<file path="src/rtl/acc_bias_unit_if.sv">
// rtl/acc_bias_unit_if.sv - partial-sum / bias / result bus of acc_bias_unit
//
// Purpose: groups the beat, clear, bias-load and result signals of
//   acc_bias_unit into one bundle.
// Signals:
//   i_valid    partial-sum beat present this cycle
//   i_psum     COLS signed PS_BW partial sums, column c at [(c+1)*PS_BW-1 -: PS_BW]
//   i_clear    synchronous abort of the current group
//   i_bias_we  load bias registers
//   i_bias     COLS signed BI_BW biases, column c at [(c+1)*BI_BW-1 -: BI_BW]
//   o_valid    one-cycle pulse, o_acc_bias holds a new result
//   o_acc_bias COLS signed AB_BW results, column c at [(c+1)*AB_BW-1 -: AB_BW]
// Modports: master drives the inputs (producer), slave is the accumulator.
interface acc_bias_unit_if #(
  parameter int COLS  = 5,
  parameter int PS_BW = 16,
  parameter int BI_BW = 8,
  parameter int AB_BW = 25
);
  logic                   i_valid;
  logic [PS_BW*COLS-1:0]  i_psum;
  logic                   i_clear;
  logic                   i_bias_we;
  logic [BI_BW*COLS-1:0]  i_bias;
  logic                   o_valid;
  logic [AB_BW*COLS-1:0]  o_acc_bias;

  modport master (
    output i_valid, i_psum, i_clear, i_bias_we, i_bias,
    input  o_valid, o_acc_bias
  );

  modport slave (
    input  i_valid, i_psum, i_clear, i_bias_we, i_bias,
    output o_valid, o_acc_bias
  );
endinterface

</file>
<file path="src/rtl/acc_bias_unit.sv">
// rtl/acc_bias_unit.sv - per-column accumulate, bias add and saturate stage
//
// Purpose: sums ACC_LEN partial-sum beats per column, adds a per-column bias,
//   saturates to AB_BW signed bits and presents the packed result with a
//   one-cycle valid pulse.
// Ports:
//   clk    rising-edge clock
//   rst_n  asynchronous active-low reset
//   bus    acc_bias_unit_if.slave (i_valid, i_psum, i_clear, i_bias_we,
//          i_bias in; o_valid, o_acc_bias out)
module acc_bias_unit #(
  parameter int COLS    = 5,
  parameter int PS_BW   = 16,
  parameter int BI_BW   = 8,
  parameter int AB_BW   = 25,
  parameter int ACC_LEN = 9
) (
  input  logic             clk,
  input  logic             rst_n,
  acc_bias_unit_if.slave   bus
);

  localparam int            CW   = (ACC_LEN > 1) ? $clog2(ACC_LEN) : 1;
  localparam logic [CW-1:0] LAST = CW'(ACC_LEN - 1);

  // Clamp an AB_BW+1 bit sum back into AB_BW bits: overflow shows up as the
  // two top bits disagreeing, and the top bit gives the true sign.
  function automatic logic signed [AB_BW-1:0] f_sat(input logic signed [AB_BW:0] x);
    if (x[AB_BW] != x[AB_BW-1])
      f_sat = x[AB_BW] ? {1'b1, {(AB_BW-1){1'b0}}} : {1'b0, {(AB_BW-1){1'b1}}};
    else
      f_sat = x[AB_BW-1:0];
  endfunction

  logic [CW-1:0]            r_cnt;
  logic signed [AB_BW-1:0]  r_acc  [COLS];
  logic [BI_BW-1:0]         r_bias [COLS];
  logic                     r_valid;
  logic [AB_BW*COLS-1:0]    r_out;

  logic signed [AB_BW-1:0]  w_acc_nxt [COLS];
  logic signed [AB_BW-1:0]  w_res     [COLS];
  logic                     w_last;

  // A beat discarded by a concurrent clear never completes a group.
  assign w_last = bus.i_valid & ~bus.i_clear & (r_cnt == LAST);

  for (genvar g = 0; g < COLS; g++) begin : g_col
    logic [PS_BW-1:0]   w_ps;
    logic [AB_BW:0]     w_sum_ps;
    logic [AB_BW:0]     w_sum_bi;

    assign w_ps     = bus.i_psum[(g+1)*PS_BW-1 -: PS_BW];
    assign w_sum_ps = {r_acc[g][AB_BW-1], r_acc[g]}
                    + {{(AB_BW+1-PS_BW){w_ps[PS_BW-1]}}, w_ps};
    assign w_acc_nxt[g] = f_sat(w_sum_ps);
    // The bias is added to the already-saturated running sum, using the
    // bias register value before any same-cycle load.
    assign w_sum_bi = {w_acc_nxt[g][AB_BW-1], w_acc_nxt[g]}
                    + {{(AB_BW+1-BI_BW){r_bias[g][BI_BW-1]}}, r_bias[g]};
    assign w_res[g] = f_sat(w_sum_bi);
  end

  always_ff @(posedge clk or negedge rst_n) begin
    if (!rst_n) begin
      r_cnt   <= '0;
      r_valid <= 1'b0;
      r_out   <= '0;
      for (int c = 0; c < COLS; c++) begin
        r_acc[c]  <= '0;
        r_bias[c] <= '0;
      end
    end else begin
      r_valid <= w_last;
      if (bus.i_bias_we) begin
        for (int c = 0; c < COLS; c++)
          r_bias[c] <= bus.i_bias[(c+1)*BI_BW-1 -: BI_BW];
      end
      if (bus.i_clear) begin
        r_cnt <= '0;
        for (int c = 0; c < COLS; c++)
          r_acc[c] <= '0;
      end else if (bus.i_valid) begin
        if (r_cnt == LAST) begin
          r_cnt <= '0;
          for (int c = 0; c < COLS; c++) begin
            r_acc[c]                         <= '0;
            r_out[(c+1)*AB_BW-1 -: AB_BW]    <= w_res[c];
          end
        end else begin
          r_cnt <= r_cnt + CW'(1);
          for (int c = 0; c < COLS; c++)
            r_acc[c] <= w_acc_nxt[c];
        end
      end
    end
  end

  assign bus.o_valid    = r_valid;
  assign bus.o_acc_bias = r_out;

endmodule

</file>
<file path="src/flat_wrapper.sv">
// flat-port wrapper written by rule: the top's interface ports become plain ports
module acc_bias_unit_flat 
#(
  parameter int COLS    = 5,
  parameter int PS_BW   = 16,
  parameter int BI_BW   = 8,
  parameter int AB_BW   = 25,
  parameter int ACC_LEN = 9
)
  (clk, rst_n, bus_i_valid, bus_i_psum, bus_i_clear, bus_i_bias_we, bus_i_bias, bus_o_valid, bus_o_acc_bias);
  acc_bias_unit_if #(.COLS(COLS), .PS_BW(PS_BW), .BI_BW(BI_BW), .AB_BW(AB_BW)) bus_i ();
  input  logic clk;
  input  logic rst_n;
  input wire logic [$bits(bus_i.i_valid)-1:0] bus_i_valid;
  input wire logic [$bits(bus_i.i_psum)-1:0] bus_i_psum;
  input wire logic [$bits(bus_i.i_clear)-1:0] bus_i_clear;
  input wire logic [$bits(bus_i.i_bias_we)-1:0] bus_i_bias_we;
  input wire logic [$bits(bus_i.i_bias)-1:0] bus_i_bias;
  output wire logic [$bits(bus_i.o_valid)-1:0] bus_o_valid;
  output wire logic [$bits(bus_i.o_acc_bias)-1:0] bus_o_acc_bias;
  assign bus_i.i_valid = bus_i_valid;
  assign bus_i.i_psum = bus_i_psum;
  assign bus_i.i_clear = bus_i_clear;
  assign bus_i.i_bias_we = bus_i_bias_we;
  assign bus_i.i_bias = bus_i_bias;
  assign bus_o_valid = bus_i.o_valid;
  assign bus_o_acc_bias = bus_i.o_acc_bias;
  acc_bias_unit #(.COLS(COLS), .PS_BW(PS_BW), .BI_BW(BI_BW), .AB_BW(AB_BW), .ACC_LEN(ACC_LEN)) u_core (.clk(clk), .rst_n(rst_n), .bus(bus_i));
endmodule
</file>
<file path="config.mk">
export PLATFORM = sky130hd
export DESIGN_NAME = acc_bias_unit_flat
export DESIGN_NICKNAME = d
export VERILOG_FILES = /design/src/rtl/acc_bias_unit_if.sv /design/src/rtl/acc_bias_unit.sv /design/src/flat_wrapper.sv
export SDC_FILE = /design/constraint.sdc
export NUM_CORES = 1
export LEC_CHECK = 0
export ABC_AREA = 0
export BUFFER_PORTS_ARGS = -buffer_cell sky130_fd_sc_hd__clkbuf_2
export CAP_MARGIN = 5
export CORE_UTILIZATION = 30
export CTS_CLUSTER_DIAMETER = 150
export DETAILED_ROUTE_END_ITERATION = 10
export GPL_ROUTABILITY_DRIVEN = 0
export PLACE_DENSITY = 0.47
export SLEW_MARGIN = 5
export SYNTH_ARGS = -nofsm -noshare
export SYNTH_HDL_FRONTEND = slang
export SYNTH_SLANG_ARGS = --single-unit
</file>
<file path="constraint.sdc">
create_clock -name clk -period 6.8 [get_ports clk]
set_clock_uncertainty 0.05 [all_clocks]
set_input_delay 0.68 -clock clk [delete_from_list [all_inputs] [get_ports clk]]
set_output_delay 0.68 -clock clk [all_outputs]
set_load 0.05 [all_outputs]
</file>
==> results.yml <==
die:
  row_count: 105
  dieArea_mm2: 0.0843
  start_util_pct: 30.3
  core_area_mm2: 0.0822
  dieWidth_um: 290
  io_pins: 251
  die_h_um: 290
timing:
  setup_viol: 0
  post-route-min-period_ps: 6270
  final_hold_viol_count: 0
  max_slew_margin_pct: 37.9
  worstMarginPinSlew_ps: 931
  fmax_mhz: 160
  rsz0062_at_grt: "no"
  slew_viol_final: 0
  layout_worst_path_cycle_share_pct: 92.2
  finalWorstSetupSlack_ps: 534
cells_and_area:
  final_cells: 4433
  post-route-cell-area_mm2: 0.0297
  num-nets-final: 3727
  area_delta_synth_final_pct: 19.2
  post_route_cells_drive_above_1_share_pct: 17.6
clocking:
  cts_buffers: 42
  clock_latency_ps: 580
  htreeDepth: 2
  cts-root-buf: "clkbuf_16"
  clk_pin_slew_ps: 60
  cts_tree: "yes"
  cts_sinks: 295
  cts.path.max_buffers: 3
min_path:
  min_path_type: "in2async"
routing:
  ant_nets: 0
  first_pass_iters: 5
  wirelength_um: 81400
  wl_per_cell_um: 18.4
  drt-initial-drc-count: 1071
  vias: 22867
  routed_via_density: 5.16
  drcViolationCount: 0
setup_path:
  r2r-start: "u_core.r_acc[0]"
  path_max_fanout: 12
  start_kind: "flop"
  rr_worst_depth: 30
  worst_ep_arrival_time_ps: 6670
  end_kind: "flop"
  ff2ff_setup_slack_ps: 530
  cpPeakStageDelay_ps: 400
  r2r_end: "u_core.bus.o_acc_bias[107]"
  crit_type: "reg2reg"
  crit_slowest_cell: "fa_1"
  cp.required_ps: 7200
global_routing:
  grt_pass1_wl_um: 128000
  grt_pass1_vias: 22553
  grt_max_degree: 90
  grt_remaining_overflow: 0
  antenna_found_initial: 7
  track_usage_pct: 19.0
synthesis:
  yosys.area_share.simple_pct: 17.3
  synthMuxAreaShare_pct: 2.37
  synthCells: 3004
  async_flop_share_pct: 100
  synth_nets: 3399
  yosysMostFrequentCell: "nand2_1"
  ys_top_cells_by_area: "dfrtp_1, ha_1, a21oi_1"
  synth-adder-area-share_pct: 13.8
  synth_cell_type_count: 92
  yosys.area_share.xor_xnor_pct: 6.63
  ys_seq_area_share_pct: 29.6
  synth_warnings: 0
  netlist.area_leader.share_pct: 29.6
  synth_top_family_by_area: "compound AO/OA/AOI/OAI gates"
  synth_compound_area_share_pct: 26.9
  ys_seq_elements: 295
  synth_area_per_cell_um2: 8.30
  synth_area_mm2: 0.0249
  synth_commonest_cells: "nand2_1, nor2_1, a21oi_1"
  synth.largest_area_cell: "dfrtp_1"
  synth-edff-count: 0
  synthFlopType: "dfrtp_1"
placement:
  port_buffers: 250
  place_ws_ps: -95.0
  dpl_cell_area_mm2: 0.0282
  dp.cells: 4356
  place_hpwl_um: 62700
flow_run:
  max-cap-violations: 0
outcome:
  status: "complete, no violations"
cells in the final DEF, fill, tap and decap left out, types with 95 or more instances in the layout:
cell / count
nand2_1: 345
dfrtp_1: 295
ha_1: 259
a21oi_1: 296
clkbuf_2: 248
xnor2_1: 114
nor2_1: 297
o21ai_0: 267
buf_4: 148
a21o_1: 95
worst max-delay path by stage:
stage | startpoint | slack [ps] | cells after the start | end
finish | u_core.r_acc[0] | 530 | 30 | u_core.bus.o_acc_bias[107]
CTS | u_core.r_acc[75] | 320 | 27 | u_core.bus.o_acc_bias[26]
floorplan | bus_i_psum[16] | 230 | 29 | u_core.bus.o_acc_bias[35]
global route | u_core.r_acc[25] | 10 | 31 | u_core.bus.o_acc_bias[97]
detailed placement | bus_i_psum[16] | -90 | 28 | u_core.bus.o_acc_bias[26]
global placement | bus_i_psum[64] | 130 | 31 | u_core.bus.o_acc_bias[120]
final cells by class:
type	count	area, um^2
fillers	8717	52500
multi-input cells	2500	16800
flip-flops and latches	295	7380
repair buffers	401	2430
well taps	1070	1340
clock buffers	61	1200
inverters	92	347
clock inverters	13	231
diodes	1	2.50
cell families (layout without fill, tap and decap cells):
logic type / after synthesis / in the layout
AO/OA/AOI/OAI: 1037 / 1037
XOR/XNOR: 188 / 188
adder cells (fa/ha/maj): 270 / 270
buffers and inverters: 209 / 567
flip-flops: 295 / 295
multiplexers: 52 / 52
other: 0 / 1
AND/OR/NAND/NOR: 953 / 953
metal layers:
layer | vias up | routed length, um | global-route usage, %
met5 | - | 96 | 0
met4 | 14 | 1640 | 4.40
met3 | 99 | 3540 | 3.33
met2 | 384 | 36900 | 30.7
met1 | 10794 | 39300 | 26.2
li1 | 11576 | - | -
critical path, delay by kind of cell, from the launching register on:
kind / cells / cell delay (ps)
compound gates: 14 / 2690
fa+ha+maj: 5 / 1310
simple gates: 7 / 1170
flops: 1 / 390
buf+inv: 3 / 370
xor+xnor: 1 / 170
sequential cells by signal, indices dropped and copies added (netlist names):
register,count
u_core.bus.o_acc_bias,125
u_core.r_bias,40
u_core.r_acc,125
u_core.r_cnt,4
u_core.bus.o_valid,1
through the flow:
| stage | hold slack [ps] | utilization, % | TNS [ps] |
|---|---|---|---|
| 3_3_place_gp | 415 | 34.3 | 0 |
| 3_5_place_dp | 422 | 34.3 | -1250 |
| 6_report | 17.0 | 36.1 | 0 |
| 4_1_cts | 41.0 | 36.1 | 0 |
| 2_1_floorplan | 334 | - | 0 |
| 5_1_grt | 71.6 | 36.1 | 0 |
timing repair:
action	CTS	global route
hold buffers	0	0
setup endpoints to repair	0	51
buffers inserted	0	2
gates resized for setup	0	8
Power is left out: the tool's default activity adds up to more than one toggle a clock period on the data nets, which glitch-free logic cannot reach.
